--- src/rtl/if_fetch.sv ---
// Instruction-fetch stage: assembles 32-bit little-endian words from an 8-bit memory port.
// Optional direct-mapped I-cache is enabled by defining ICACHE_EN.
module if_fetch #(
  parameter logic [31:0] RESET_PC     = 32'h0000_0000,
  parameter int          ICACHE_LINES = 64
) (
  input  logic        clk,
  input  logic        rst,
  input  logic        stall_i,
  input  logic        branch_taken_i,
  input  logic [31:0] branch_target_i,
  output logic        mem_req_o,
  output logic [31:0] mem_addr_o,
  input  logic        mem_ack_i,
  input  logic [7:0]  mem_data_i,
  output logic [31:0] pc_o,
  output logic [31:0] inst_o,
  output logic        valid_o
);

  typedef enum logic {
    S_FETCH = 1'b0,
    S_VALID = 1'b1
  } state_e;

  state_e      state_q;
  logic [31:0] pc_q;
  logic [1:0]  cnt_q;
  logic [23:0] buf_q;
  logic [31:0] inst_q;
  logic [31:0] pc_out_q;
  logic        valid_q;

  logic        hit;
  logic [31:0] hit_word;
  logic [31:0] fill_word;
  logic        tgt_unused;

  // Branch targets are forced word-aligned, so the low two bits are ignored.
  assign tgt_unused = ^branch_target_i[1:0];
  assign fill_word  = {mem_data_i, buf_q};

`ifdef ICACHE_EN
  localparam int IW = (ICACHE_LINES > 1) ? $clog2(ICACHE_LINES) : 1;
  localparam int TW = 30 - IW;

  logic [ICACHE_LINES-1:0] line_valid_q;
  logic [TW-1:0]           tag_mem [ICACHE_LINES];
  logic [31:0]             data_mem [ICACHE_LINES];
  logic [IW-1:0]           idx;
  logic [TW-1:0]           tag;
  logic                    fill_en;

  assign idx      = pc_q[2+IW-1:2];
  assign tag      = pc_q[31:2+IW];
  assign hit      = (state_q == S_FETCH) && (cnt_q == 2'd0) &&
                    line_valid_q[idx] && (tag_mem[idx] == tag);
  assign hit_word = data_mem[idx];
  assign fill_en  = !rst && !branch_taken_i && (state_q == S_FETCH) && !hit &&
                    mem_ack_i && (cnt_q == 2'd3);

  genvar gi;
  generate
    for (gi = 0; gi < ICACHE_LINES; gi++) begin : g_line_valid
      always_ff @(posedge clk) begin
        if (rst) begin
          line_valid_q[gi] <= 1'b0;
        end else if (fill_en && (idx == IW'(gi))) begin
          line_valid_q[gi] <= 1'b1;
        end
      end
    end
  endgenerate

  // Tag/data storage needs no reset; the valid bits gate every lookup.
  always_ff @(posedge clk) begin
    if (fill_en) begin
      tag_mem[idx]  <= tag;
      data_mem[idx] <= fill_word;
    end
  end
`else
  logic cfg_unused;
  assign cfg_unused = (ICACHE_LINES == 0);
  assign hit        = 1'b0;
  assign hit_word   = 32'h0;
`endif

  assign mem_req_o  = !rst && (state_q == S_FETCH) && !hit;
  assign mem_addr_o = pc_q + {30'd0, cnt_q};
  assign pc_o       = pc_out_q;
  assign inst_o     = inst_q;
  assign valid_o    = valid_q;

  always_ff @(posedge clk) begin
    if (rst) begin
      state_q  <= S_FETCH;
      pc_q     <= RESET_PC;
      cnt_q    <= 2'd0;
      buf_q    <= 24'h0;
      inst_q   <= 32'h0;
      pc_out_q <= 32'h0;
      valid_q  <= 1'b0;
    end else if (branch_taken_i) begin
      // Redirect abandons any partial word, including a byte acked this cycle.
      state_q <= S_FETCH;
      pc_q    <= {branch_target_i[31:2], 2'b00};
      cnt_q   <= 2'd0;
      valid_q <= 1'b0;
    end else begin
      case (state_q)
        S_FETCH: begin
          if (hit) begin
            inst_q   <= hit_word;
            pc_out_q <= pc_q;
            valid_q  <= 1'b1;
            state_q  <= S_VALID;
          end else if (mem_ack_i) begin
            if (cnt_q == 2'd3) begin
              inst_q   <= fill_word;
              pc_out_q <= pc_q;
              valid_q  <= 1'b1;
              cnt_q    <= 2'd0;
              state_q  <= S_VALID;
            end else begin
              case (cnt_q)
                2'd0:    buf_q[7:0]   <= mem_data_i;
                2'd1:    buf_q[15:8]  <= mem_data_i;
                default: buf_q[23:16] <= mem_data_i;
              endcase
              cnt_q <= cnt_q + 2'd1;
            end
          end
        end
        S_VALID: begin
          if (!stall_i) begin
            valid_q <= 1'b0;
            pc_q    <= pc_q + 32'd4;
            state_q <= S_FETCH;
          end
        end
        default: state_q <= S_FETCH;
      endcase
    end
  end

endmodule

--- config.mk ---
export PLATFORM = sky130hd
export DESIGN_NAME = if_fetch
export DESIGN_NICKNAME = d
export VERILOG_FILES = /design/src/rtl/if_fetch.sv
export SDC_FILE = /design/constraint.sdc
export NUM_CORES = 1
export LEC_CHECK = 0
export CORE_UTILIZATION = 41
export CTS_CLUSTER_DIAMETER = 30
export DETAILED_ROUTE_END_ITERATION = 10
export GPL_ROUTABILITY_DRIVEN = 1
export PLACE_DENSITY = 0.68
export SETUP_SLACK_MARGIN = 0.3
export SYNTH_ARGS = -nofsm -noshare
export SYNTH_HDL_FRONTEND = slang
export SYNTH_SLANG_ARGS = --single-unit
--- constraint.sdc ---
create_clock -name clk -period 2.4 [get_ports clk]
set_input_delay 0.24 -clock clk [delete_from_list [all_inputs] [get_ports clk]]
set_output_delay 0.24 -clock clk [all_outputs]
set_load 0.01 [all_outputs]
==> out/metrics.cfg <==
[worst_setup_path]
rr_worst_depth = 5
crit_type = register to register
cp_max_fo = 10
critPathCaptureType = register
critPathLaunchType = register
worstPathArrival_ps = 2330
crit_required_ps = 2720

[clocking]
cts_buffers = 17
clockBufferDepth = 2
clk_pin_slew_worst_paths_ps = 60
cts_sinks = 120
root_buffer = clkbuf_16
cts.htree.levels = 4
clk_latency_ps = 410
tritoncts = yes

[sta]
fmaxAchievable_mhz = 497
slew_viol_final = 0
hold_ws_ps = 281
finalCriticalPeriod_ps = 2010
rsz0062_at_grt = no
clock_skew_ps = 5.99
setup_viol = 0
worstMarginPinSlew_ps = 621
setup-tns-final_ps = 0
hold_violations = 0
period_share = 0.839
finalWorstSetupSlack_ps = 387
slew_headroom = 0.586

[logic_synthesis]
synth-edff-count = 0
yosys_warnings = 0
synthTopCellsByCount = nand2_1, dfxtp_1, a21oi_1
yosysMostFrequentCell = nand2_1
seq_area_frac_synth = 0.475
synth_async_sr_flop_share = 0
yosysTopAreaCell = dfxtp_1
netlist_area_mm2 = 0.00505
yosysTopAreaCellShare = 0.475
synth_cells = 639
synth.area.top_cells = dfxtp_1, nand2_1, a21oi_1
synthFlopType = dfxtp_1
synth-seq-cells = 120
yosysUniqueCellTypes = 49
syn-mean-instance-area_um2 = 7.91

[layout]
final_util = 0.613
drive_gt1_frac = 0.104
fin_nets = 834
syn_to_final_growth_pct = 45.8
antennaDiodeCount = 0

[global_routing]
grt_max_degree = 61
grt_pass1_vias = 4739
antenna_found_initial = 0
grt_first_pass_wirelength_um = 23600
track_usage = 0.236
gr-total-overflow = 0

[routing]
vias = 5125
wirelength_um = 14700
drc = 0
drtAntennaViolNets = 0
wl_per_cell_um = 15.6
viasPerCell = 5.42
drt_iter0_drc = 355
firstDrtPassIters = 4

[place]
gp_congestion = 0.874
io_buffer_count = 138
pre_cts_slack_ps = 192
hpwlAfterDp_um = 10400

[worst_hold_path]
hold_path_depth = 2
hp-class = input port to register

[power]
power_frac_clock = 0.515
comb_power_share = 0.075
intPower_mw = 3.94
vdd_drop_max_v = 0.000546
p_leak_nw = 2.54
p_seq_frac = 0.410
p_sw_mw = 1.20
swShare = 0.233
power.density_mw_per_mm2 = 697

[floorplan]
core_area_mm2 = 0.0120
start_util = 0.421
num_rows = 40
chipWidth_um = 113
die_h_um = 113
die_area_mm2 = 0.0128
io_pins = 143

[status]
status = finished, final reports clean

[run]
maxCapViolCount = 0

-- power groups by stage --
stage	logic, mW	clock network (mW)	registers [mW]
2_1_floorplan	0.155	0	2.15
3_3_place_gp	0.377	0	2.14
3_5_place_dp	0.382	0	2.14
4_1_cts	0.384	2.69	2.10
5_1_grt	0.415	2.78	2.11
6_report	0.386	2.65	2.11
-- final cells by class --
class                           instances  area [um2]
Clock buffer                           20         457
Clock inverter                         12         165
Fill cell                            1099        4640
Inverter                               10        37.5
Multi-Input combinational cell        465        2450
Sequential cell                       120        2410
Tap cell                              147         184
Timing Repair Buffer                  171        1660
-- routing by layer --
metal | part of all wire | track usage
met1 | 0.45 | 0.289
met2 | 0.48 | 0.391
met3 | 0.043 | 0.0498
met4 | 0.033 | 0.128
met5 | 0 | 0
-- critical path, stage by stage, from the launching register on --
cell and delay [ps]:
dfxtp_1 340, buf_4 150, nand3_1 330, nor4_2 630, nand4_1 170, a311oi_1 300
-- registers in the layout (all words and copies together) (netlist names) --
register	cells
pc_q	30
state_q	1
pc_o	30
inst_o	32
cnt_q	2
valid_o	1
buf_q	24
-- through the flow --
stage	area (um2)	total power [mW]	cells
4_1_cts	7330	5.17	943
6_report	7370	5.14	945
3_5_place_dp	6710	2.53	911
2_1_floorplan	5060	2.30	640
3_3_place_gp	6710	2.52	911
5_1_grt	7370	5.31	945
-- worst paths after layout --
kind	start	endpoint	slack (ps)
worst max-delay path	pc_q[2]	pc_q[27]	390
worst min-delay path	rst	buf_q[23]	280
worst max register to register	pc_q[2]	pc_q[27]	390
worst min register to register	inst_o[16]	inst_o[16]	450
-- layout by cell type (no fill, tap or decap), drive strengths merged, types with 3 or more instances in the layout --
cell type and n:
o211ai 3, ha 4, bufinv 3, dfxtp 120, mux2i 8, inv 12, nor3 11, a311oi 10
and4 4, or4 6, o21ai 6, a2111oi 4, nor2 44, clkinv 4, clkdlybuf4s50 137, nor4 8
buf 34, clkbuf 20, nand4 17, or3 5, nor2b 4, clkinvlp 3, a21oi 85, xnor2 8
and3 3, nand3 25, nand2 171, a211oi 10, nand2b 3
-- what timing repair did --
action | in CTS | in global routing
pin swaps | 0 | 1
hold buffers | 0 | 0
resized for setup | 1 | 8
buffers inserted | 0 | 2
endpoints found under the setup margin | 1 | 7
-- logic make-up (layout without fill, tap and decap cells) --
group | Yosys count | in the layout | synth area share
other | 1 | 2 | 0.000742
adder cells (fa/ha/maj) | 4 | 4 | 0.00991
multiplexers | 8 | 8 | 0.0159
flip-flops | 120 | 120 | 0.475
buffers and inverters | 55 | 213 | 0.0438
AND/OR/NAND/NOR | 311 | 311 | 0.282
AO/OA/AOI/OAI | 130 | 130 | 0.155
XOR/XNOR | 10 | 10 | 0.0173
Note: power is estimated with default switching activity, not from simulation.
